$ cat src/rtl/sobel_pixel_fetch_if.sv
// Avalon-MM read master and pixel stream signals between the fetch sequencer,
// the memory slave and the Sobel window buffer.
interface sobel_pixel_fetch_if #(
    parameter int unsigned DATA_W = 32
);
    logic [31:0]       m_address;
    logic              m_read;
    logic              m_waitrequest;
    logic [DATA_W-1:0] m_readdata;
    logic              m_readdatavalid;
    logic [DATA_W-1:0] pix_data;
    logic              pix_valid;
    logic              pix_ready;

    modport master (
        output m_address, m_read, pix_data, pix_valid,
        input  m_waitrequest, m_readdata, m_readdatavalid, pix_ready
    );

    modport slave (
        input  m_address, m_read, pix_data, pix_valid,
        output m_waitrequest, m_readdata, m_readdatavalid, pix_ready
    );
endinterface

$ cat src/rtl/sobel_pixel_fetch.sv
// Pixel read sequencer: walks [startpixel, endpixel] issuing one Avalon read per
// pixel, forwarding each returned word on a valid/ready stream.
module sobel_pixel_fetch #(
    parameter int unsigned ADDR_STEP = 4,
    parameter int unsigned DATA_W    = 32
) (
    input  logic        clk,
    input  logic        rst,
    input  logic [31:0] startpixel,
    input  logic [31:0] endpixel,
    input  logic [31:0] control,
    output logic [31:0] status,
    sobel_pixel_fetch_if.master bus
);
    localparam int unsigned AW = 32;
    localparam int unsigned CW = 16;

    typedef enum logic [1:0] {IDLE, REQ, RESP, PUSH} state_e;

    state_e            state_q, state_d;
    logic              start_prev_q;
    logic [AW-1:0]     cur_addr_q, cur_addr_d;
    logic [AW-1:0]     last_addr_q, last_addr_d;
    logic [AW-1:0]     m_address_q, m_address_d;
    logic              m_read_q, m_read_d;
    logic [DATA_W-1:0] pix_data_q, pix_data_d;
    logic              pix_valid_q, pix_valid_d;
    logic              busy_q, busy_d;
    logic              done_q, done_d;
    logic              error_q, error_d;
    logic [CW-1:0]     count_q, count_d;

    logic              start_evt_c;
    logic              abort_c;
    logic              range_err_c;
    logic [AW:0]       next_addr_c;
    logic              last_pix_c;
    logic              unused_ctrl;

    assign start_evt_c = control[0] & ~start_prev_q;
    assign abort_c     = control[1];
    assign range_err_c = endpixel < startpixel;
    assign unused_ctrl = ^control[31:2];

    // Run ends on the exact last address, on overshoot past it, or on address wrap.
    assign next_addr_c = {1'b0, cur_addr_q} + (AW+1)'(ADDR_STEP);
    assign last_pix_c  = (cur_addr_q == last_addr_q) || next_addr_c[AW] ||
                         (next_addr_c[AW-1:0] > last_addr_q);

    always_ff @(posedge clk) begin
        if (rst) begin
            state_q <= IDLE;
        end else begin
            state_q <= state_d;
        end
    end

    always_comb begin
        state_d = state_q;
        case (state_q)
            IDLE: if (start_evt_c && !range_err_c) state_d = REQ;
            REQ:  if (!bus.m_waitrequest) state_d = abort_c ? IDLE : RESP;
            RESP: begin
                if (abort_c)                  state_d = IDLE;
                else if (bus.m_readdatavalid) state_d = PUSH;
            end
            PUSH: begin
                if (abort_c)            state_d = IDLE;
                else if (bus.pix_ready) state_d = last_pix_c ? IDLE : REQ;
            end
            default: state_d = IDLE;
        endcase
    end

    always_comb begin
        cur_addr_d  = cur_addr_q;
        last_addr_d = last_addr_q;
        m_address_d = m_address_q;
        m_read_d    = m_read_q;
        pix_data_d  = pix_data_q;
        pix_valid_d = pix_valid_q;
        busy_d      = busy_q;
        done_d      = done_q;
        error_d     = error_q;
        count_d     = count_q;
        case (state_q)
            IDLE: begin
                if (start_evt_c) begin
                    cur_addr_d  = startpixel;
                    last_addr_d = endpixel;
                    done_d      = 1'b0;
                    error_d     = 1'b0;
                    count_d     = '0;
                    if (range_err_c) begin
                        error_d = 1'b1;
                        done_d  = 1'b1;
                    end else begin
                        busy_d      = 1'b1;
                        m_read_d    = 1'b1;
                        m_address_d = startpixel;
                    end
                end
            end
            REQ: begin
                if (!bus.m_waitrequest) begin
                    m_read_d = 1'b0;
                    if (abort_c) begin
                        busy_d  = 1'b0;
                        done_d  = 1'b0;
                        error_d = 1'b0;
                    end
                end
            end
            RESP: begin
                if (abort_c) begin
                    busy_d  = 1'b0;
                    done_d  = 1'b0;
                    error_d = 1'b0;
                end else if (bus.m_readdatavalid) begin
                    pix_data_d  = bus.m_readdata;
                    pix_valid_d = 1'b1;
                end
            end
            PUSH: begin
                if (abort_c) begin
                    busy_d      = 1'b0;
                    done_d      = 1'b0;
                    error_d     = 1'b0;
                    pix_valid_d = 1'b0;
                end else if (bus.pix_ready) begin
                    pix_valid_d = 1'b0;
                    if (count_q != {CW{1'b1}}) count_d = count_q + CW'(1);
                    if (last_pix_c) begin
                        busy_d = 1'b0;
                        done_d = 1'b1;
                    end else begin
                        cur_addr_d  = next_addr_c[AW-1:0];
                        m_address_d = next_addr_c[AW-1:0];
                        m_read_d    = 1'b1;
                    end
                end
            end
            default: ;
        endcase
    end

    always_ff @(posedge clk) begin
        if (rst) begin
            start_prev_q <= 1'b0;
            cur_addr_q   <= '0;
            last_addr_q  <= '0;
            m_address_q  <= '0;
            m_read_q     <= 1'b0;
            pix_data_q   <= '0;
            pix_valid_q  <= 1'b0;
            busy_q       <= 1'b0;
            done_q       <= 1'b0;
            error_q      <= 1'b0;
            count_q      <= '0;
        end else begin
            start_prev_q <= control[0];
            cur_addr_q   <= cur_addr_d;
            last_addr_q  <= last_addr_d;
            m_address_q  <= m_address_d;
            m_read_q     <= m_read_d;
            pix_data_q   <= pix_data_d;
            pix_valid_q  <= pix_valid_d;
            busy_q       <= busy_d;
            done_q       <= done_d;
            error_q      <= error_d;
            count_q      <= count_d;
        end
    end

    assign bus.m_address = m_address_q;
    assign bus.m_read    = m_read_q;
    assign bus.pix_data  = pix_data_q;
    assign bus.pix_valid = pix_valid_q;
    assign status        = {count_q, 13'd0, error_q, done_q, busy_q};

endmodule

$ cat src/flat_wrapper.sv
// flat-port wrapper written by rule: the top's interface ports become plain ports
module sobel_pixel_fetch_flat 
#(
    parameter int unsigned ADDR_STEP = 4,
    parameter int unsigned DATA_W    = 32
)
  (clk, rst, startpixel, endpixel, control, status, bus_m_address, bus_m_read, bus_pix_data, bus_pix_valid, bus_m_waitrequest, bus_m_readdata, bus_m_readdatavalid, bus_pix_ready);
  sobel_pixel_fetch_if #(.DATA_W(DATA_W)) bus_i ();
  input  logic clk;
  input  logic rst;
  input  logic [31:0] startpixel;
  input  logic [31:0] endpixel;
  input  logic [31:0] control;
  output logic [31:0] status;
  output wire logic [$bits(bus_i.m_address)-1:0] bus_m_address;
  output wire logic [$bits(bus_i.m_read)-1:0] bus_m_read;
  output wire logic [$bits(bus_i.pix_data)-1:0] bus_pix_data;
  output wire logic [$bits(bus_i.pix_valid)-1:0] bus_pix_valid;
  input wire logic [$bits(bus_i.m_waitrequest)-1:0] bus_m_waitrequest;
  input wire logic [$bits(bus_i.m_readdata)-1:0] bus_m_readdata;
  input wire logic [$bits(bus_i.m_readdatavalid)-1:0] bus_m_readdatavalid;
  input wire logic [$bits(bus_i.pix_ready)-1:0] bus_pix_ready;
  assign bus_m_address = bus_i.m_address;
  assign bus_m_read = bus_i.m_read;
  assign bus_pix_data = bus_i.pix_data;
  assign bus_pix_valid = bus_i.pix_valid;
  assign bus_i.m_waitrequest = bus_m_waitrequest;
  assign bus_i.m_readdata = bus_m_readdata;
  assign bus_i.m_readdatavalid = bus_m_readdatavalid;
  assign bus_i.pix_ready = bus_pix_ready;
  sobel_pixel_fetch #(.ADDR_STEP(ADDR_STEP), .DATA_W(DATA_W)) u_core (.clk(clk), .rst(rst), .startpixel(startpixel), .endpixel(endpixel), .control(control), .status(status), .bus(bus_i));
endmodule
$ cat config.mk
export PLATFORM = sky130hd
export DESIGN_NAME = sobel_pixel_fetch_flat
export DESIGN_NICKNAME = d
export VERILOG_FILES = /design/src/rtl/sobel_pixel_fetch_if.sv /design/src/rtl/sobel_pixel_fetch.sv /design/src/flat_wrapper.sv
export SDC_FILE = /design/constraint.sdc
export NUM_CORES = 1
export LEC_CHECK = 0
export CORE_UTILIZATION = 50
export CTS_CLUSTER_DIAMETER = 60
export DETAILED_ROUTE_END_ITERATION = 16
export PLACE_DENSITY = 0.82
export SYNTH_ARGS = -nofsm -noshare
export SYNTH_HDL_FRONTEND = slang
export SYNTH_SLANG_ARGS = --single-unit
$ cat constraint.sdc
create_clock -name clk -period 10.1 [get_ports clk]
set_input_delay 3.03 -clock clk [delete_from_list [all_inputs] [get_ports clk]]
set_output_delay 3.03 -clock clk [all_outputs]
set_load 0.05 [all_outputs]
==> metrics.csv, run 1 <==
metric;value;unit
start_util;0.515;
finalClockSkew;0.0108;ns
hp-start;u_core.bus.pix_data[30];
synth_cell_types;60;
vias_per_cell;5.47;
regArea;3040;sq um
grt_pass1_wl;38100;um
ant_nets;0;
max_cap_violations;0;
drv_slew;0;
hold_path_class;reg -> reg;
path_clk_slew;0.06;ns
drt_pass1_iterations;5;
overflow;0;
yosysMostFrequentCell;nand2_1;
postCtsResizedCells;0;
grt_max_degree;82;
timing.hold.ws;0.453;ns
die_y;136;um
synthArstFlopShare;0;
multi_input_area;5290;sq um
synthFlopType;dfxtp_1;
clkSinkCount;152;
period_share;0.622;
fin_crit;6.29;ns
cts_tree;done;
ys_seq_area_frac;0.340;
worstMarginPinSlew;0.880;ns
crit_top_cell;inv_1;
nets;1458;
grt_util_met2;0.433;
grt_util_met1;0.335;
synth_edf_count;0;
crit_path_start;startpixel[29];
rsz0062_at_grt;false;
r2r_start;u_core.cur_addr_q[4];
crit_required;10.42;ns
insertion_delay;0.44;ns
tns;0;ns
drt_iter0_drc;549;
cts_buffer_depth;2;
fill_cells;1469;
yosys-top-cells-count;177 x nand2_1, 152 x dfxtp_1, 116 x a21oi_1, 91 x nor2_1, 83 x inv_1;
drive_above_1_share;0.0693;
drcViolationCount;0;
avgSynthCellArea;8.13;sq um
cts_setup_buffers;0;
yosys.area.top_type;dfxtp_1;
status;finished clean;
grt_pass1_vias;7658;
cts.hold.buffers_added;0;
wl_per_cell;16.3;um
max_freq;159;MHz
n_antenna_cell;0;
crit_type;in -> reg;
cpPeakStageDelay;0.76;ns
synth_top_area_share;0.340;
fp-row-count;48;
syn2layout_area_growth;27.7;%
syn_inst;1102;
reg2reg_slack;5.24;ns
crit_fanout;28;
met3_usage;0.0533;
dp_hpwl;17500;um
start_kind;input port;
relSlewSlack;0.413;
vdd_drop_max;0.000137;V
die-area;18500;sq um
htree_levels;4;
setup_violations;0;
busiest_layer;met2;
syn_area;8960;sq um
die_w;136;um
cts_buffers;17;
critPathSlowestCell;a2111oi_1;
grtUsageTotal;0.265;
powerDensity;160;nW/um^2
io_pins;231;
critPathArrivalTime;6.61;ns
leakagePower;4.72;nW
wl;24400;um
via_count;8171;
core;17400;sq um
hold_viol;0;
crit_path_end_kind;flop;
gp_congestion;0.925;
antenna_found_initial;0;
cts-root-buf;clkbuf_16;
crit_chain;clkdlybuf4s50_1 > inv_1 > ha_1 > a21o_1 > a21oi_1 > nor2b_1 > a2111oi_1 > inv_1 > o221ai_4 > buf_4 > mux2_2;
synth-seq-cells;152;
io_buffers;187;
synth.area.top_cells;dfxtp_1 34%, ha_1 9.6%, nand2_1 7.4%;
yosysWarnings;0;
## metrics by stage
stage | area, sq um | power [W] | utilization | setup WS [ns] | cells
finish | 11400 | 0.00184 | 0.657 | 3.81 | 1494
global route | 11400 | 0.00191 | 0.657 | 3.68 | 1494
CTS | 11400 | 0.00184 | 0.657 | 3.89 | 1494
detailed placement | 10900 | 0.00119 | 0.623 | 3.45 | 1462
global placement | 10900 | 0.00118 | 0.623 | 3.44 | 1462
floorplan | 9010 | 0.00104 | - | 4.81 | 1114
## cells by family (layout without fill, tap and decap cells)
group,count (synthesis),in the layout,synth area share
adders and majority gates,69,69,0.0963
DFF,152,152,0.340
xor gates and xnor gates,71,71,0.0694
muxes,63,63,0.0743
other,1,13,0.000418
buffers and inverters,155,310,0.0771
AOI/OAI and AO/OA,192,192,0.134
and+or+nand+nor,399,399,0.209
## layout make-up
class / instances / share of cell area
clock buffer: 17 / 0.0372
clock inverter: 15 / 0.0146
inverter: 83 / 0.0272
multi-input combinational: 807 / 0.462
sequential: 152 / 0.266
tap: 225 / 0.0246
timing repair buffer: 195 / 0.169
## state kept, by name, indices dropped and copies added, names as in the netlist
register and count:
u_core.bus.m_address 32, u_core.bus.pix_data 32, u_core.cur_addr_q 32, u_core.last_addr_q 32
u_core.count_q 16, u_core.state_q 2, u_core.bus.m_read 1, u_core.bus.pix_valid 1
u_core.busy_q 1, u_core.done_q 1, u_core.error_q 1, u_core.start_prev_q 1
## per-layer routing
metal	wire length, um	share of wire	vias up
li1	-	-	4015
met1	10500	0.43	3797
met2	11400	0.47	295
met3	1540	0.063	64
met4	900	0.037	0
met5	0	0	-
## path summary, 6_finish.rpt
kind / to / depth (start not counted)
hold / removal: u_core.bus.pix_data[30] / 2
setup reg to reg: u_core.bus.m_address[13] / 13
setup / recovery: u_core.bus.m_address[13] / 11
hold reg to reg: u_core.bus.pix_data[30] / 2
## critical path: cells and delay by family
kind | cells | cell delay [ns]
fa+ha+maj | 1 | 0.30
buf+inv | 4 | 1.29
compound gates | 4 | 1.53
simple gates | 1 | 0.06
mux | 1 | 0.39
## layout by cell type, fill, tap and decap left out, drive strengths merged, types with 4 or more instances in the layout
| cell type | synthesis | layout |
|---|---|---|
| nand3 | 21 | 21 |
| nor4 | 11 | 11 |
| nand3b | 7 | 7 |
| a21oi | 116 | 116 |
| a21o | 5 | 5 |
| nor2 | 92 | 92 |
| a211oi | 8 | 8 |
| nand4 | 24 | 24 |
| o32ai | 4 | 4 |
| mux2 | 25 | 25 |
| clkinv | 0 | 6 |
| nand2b | 14 | 14 |
| nor2b | 19 | 19 |
| buf | 34 | 9 |
| nor3 | 14 | 14 |
| ha | 69 | 69 |
| and4 | 9 | 9 |
| clkbuf | 38 | 17 |
| mux2i | 38 | 38 |
| dfxtp | 152 | 152 |
| conb | 1 | 13 |
| xor2 | 44 | 44 |
| inv | 83 | 88 |
| o31ai | 5 | 5 |
| clkdlybuf4s50 | 0 | 186 |
| nand2 | 177 | 177 |
| xnor2 | 27 | 27 |
| o21ai | 24 | 24 |
## power by group
| group | switching (W) | total, W | internal [W] | leakage (nW) |
|---|---|---|---|---|
| clock | 0.000276 | 0.000645 | 0.000369 | 0.289 |
| sequential | 0.0000482 | 0.000692 | 0.000643 | 1.24 |
| combinational | 0.000295 | 0.000499 | 0.000204 | 3.20 |
| total | 0.000619 | 0.00184 | 0.00122 | 4.72 |
No activity file was read; power rests on OpenSTA's default activity.
==> inputs of run 2 (changes only) <==
==> constraint.sdc (replaced) <==
create_clock -name clk -period 5.8 [get_ports clk]
set_input_delay 1.74 -clock clk [delete_from_list [all_inputs] [get_ports clk]]
set_output_delay 1.74 -clock clk [all_outputs]
set_load 0.05 [all_outputs]
==> run 2 against run 1 <==
Sequential share of layout area fell by 0.073 points. Worst hold slack hardly changed. Sequential power up 73%. Routed wire length increased by 0.16%. Critical path depth up 2. Largest power group unchanged. Flip-flop and latch count unchanged. Via count is 0.59% lower. Register-to-register slack got worse by 4.1 ns. Utilization rose by 0.18 points.
==> metrics.csv, run 2 (synthesis results as in run 1) <==
metric;value;unit;change
cts_tree;done;;
cts_buffers;17;;unchanged
crit_path_end_kind;flop;;
period_share;0.804;;
die_w;136;um;unchanged
most-common-layout-cells;186 x clkdlybuf4s50_1, 177 x nand2_1, 152 x dfxtp_1;;
path_clk_slew;0.06;ns;about the same
die-area;18500;sq um;unchanged
drive_above_1_share;0.0678;;-0.00158
grt_pass1_wl;38700;um;+1.4%
htree_levels;4;;unchanged
dp.cells;1463;;+0.068%
fp-row-count;48;;unchanged
io_pins;231;;unchanged
cts-root-buf;clkbuf_16;;
rsz0062_at_grt;false;;
timing.hold.ws;0.453;ns;-0.0000950 ns
syn2layout_area_growth;28.1;%;
cts.hold.buffers_added;0;;unchanged
grtUsageTotal;0.270;;+0.00454
dp_hpwl;17600;um;about the same
antenna_found_initial;0;;unchanged
grt_pass1_vias;7596;;-0.81%
fin_ws;1.14;ns;-2.68 ns
finalNonFillerCells;1494;;unchanged
drcViolationCount;0;;unchanged
grt_max_degree;99;;+21%
crit_fanout;28;;unchanged
die_y;136;um;unchanged
place_ws;0.823;ns;-2.63 ns
fin_crit;4.66;ns;
hold_viol;0;;unchanged
multi_input_area;5290;sq um;unchanged
relSlewSlack;0.319;;-0.0941
io_buffers;187;;unchanged
drt_iter0_drc;706;;+29%
n_antenna_cell;0;;unchanged
insertion_delay;0.43;ns;about the same
clkSinkCount;152;;unchanged
via_count;8123;;-0.59%
core;17400;sq um;unchanged
crit_top_cell;ha_1;;
crit_required;6.12;ns;-4.30 ns
finalClockSkew;0.00804;ns;-0.00280 ns
cts_buffer_depth;2;;unchanged
crit_chain;ha_1 > and3_1 > nand4_4 > nor3_1 > xor2_1 > ha_1 > nand4_1 > nor4_1 > nand2_1 > a221oi_4 > o221ai_4 > buf_4 > mux2_4;;
worstMarginPinSlew;1.02;ns;+0.142 ns
fill_cells;1425;;-3.0%
gp_congestion;0.899;;-2.9%
vias_per_cell;5.44;;-0.59%
ant_nets;0;;unchanged
critPathArrivalTime;4.98;ns;-1.63 ns
leakagePower;4.73;nW;+0.12%
cpPeakStageDelay;0.54;ns;-0.22 ns
wl;24400;um;+0.16%
setup_violations;0;;unchanged
start_util;0.515;;unchanged
start_kind;flop;;
tns;0;ns;unchanged
regArea;3040;sq um;unchanged
status;finished clean;;
drv_slew;0;;unchanged
postCtsResizedCells;0;;unchanged
critPathSlowestCell;a221oi_4;;
vdd_drop_max;0.000226;V;+65%
crit_type;reg -> reg;;
max_freq;214;MHz;
overflow;0;;unchanged
wl_per_cell;16.4;um;+0.16%
drt_pass1_iterations;6;;+1
final_common_cell;clkdlybuf4s50_1;;
nets;1459;;+0.069%
fin_util;0.659;;+0.00180
max_cap_violations;0;;unchanged
cts_setup_buffers;0;;unchanged
hold_path_class;reg -> reg;;
powerDensity;281;nW/um^2;+75%
[run 2: cell types whose count changed in the layout (fill, tap and decap cells not counted), sizes merged]
cell / change
clkinv: -4
clkinvlp: +1
clkbuf: +4
bufinv: +1
inv: -3
buf: +1
[run 2: path summary, 6_finish.rpt]
kind                           startpoint                        to  slack (ns)  depth (start not counted)
hold reg to reg   u_core.bus.pix_data[21]   u_core.bus.pix_data[21]        0.45                          2
setup / recovery     u_core.cur_addr_q[2]  u_core.bus.m_address[23]        1.14                         13
hold / removal    u_core.bus.pix_data[21]   u_core.bus.pix_data[21]        0.45                          2
setup reg to reg     u_core.cur_addr_q[2]  u_core.bus.m_address[23]        1.14                         13
[run 2: cell type report]
class / instances / share of cell area
sequential: 152 / 0.265
inverter: 83 / 0.0271
clock inverter: 10 / 0.0125
multi-input combinational: 807 / 0.461
timing repair buffer: 196 / 0.170
tap: 225 / 0.0245
clock buffer: 21 / 0.0401
[run 2: metal layers]
layer | routed length, um | global-route usage | vias up
met5 | 0 | 0 | -
met4 | 671 | 0.114 | 0
met3 | 1460 | 0.0563 | 43
met2 | 11800 | 0.438 | 275
met1 | 10500 | 0.345 | 3778
li1 | - | - | 4027
[run 2: per-stage QoR]
stage	cell area, sq um	power, W
after floorplan	9010	0.00182
after global placement	10900	0.00206
after detailed placement	10900	0.00208
after CTS	11500	0.00323
after global routing	11500	0.00337
final	11500	0.00323
[run 2: power by group]
part	total (W)	internal, W	switching (W)
combinational	0.000871	0.000358	0.000513
clock	0.00115	0.000700	0.000451
sequential	0.00120	0.00112	0.0000843
total	0.00323	0.00218	0.00105
[run 2: worst max-delay path: cells and delay by family, from the launching register on]
kind / cells / cell delay [ns]
XOR/XNOR: 1 / 0.17
buffers and inverters: 1 / 0.31
AND/OR/NAND/NOR: 6 / 1.84
AO/OA/AOI/OAI: 2 / 0.69
multiplexers: 1 / 0.34
adder cells (fa/ha/maj): 2 / 0.72
flip-flops: 1 / 0.46
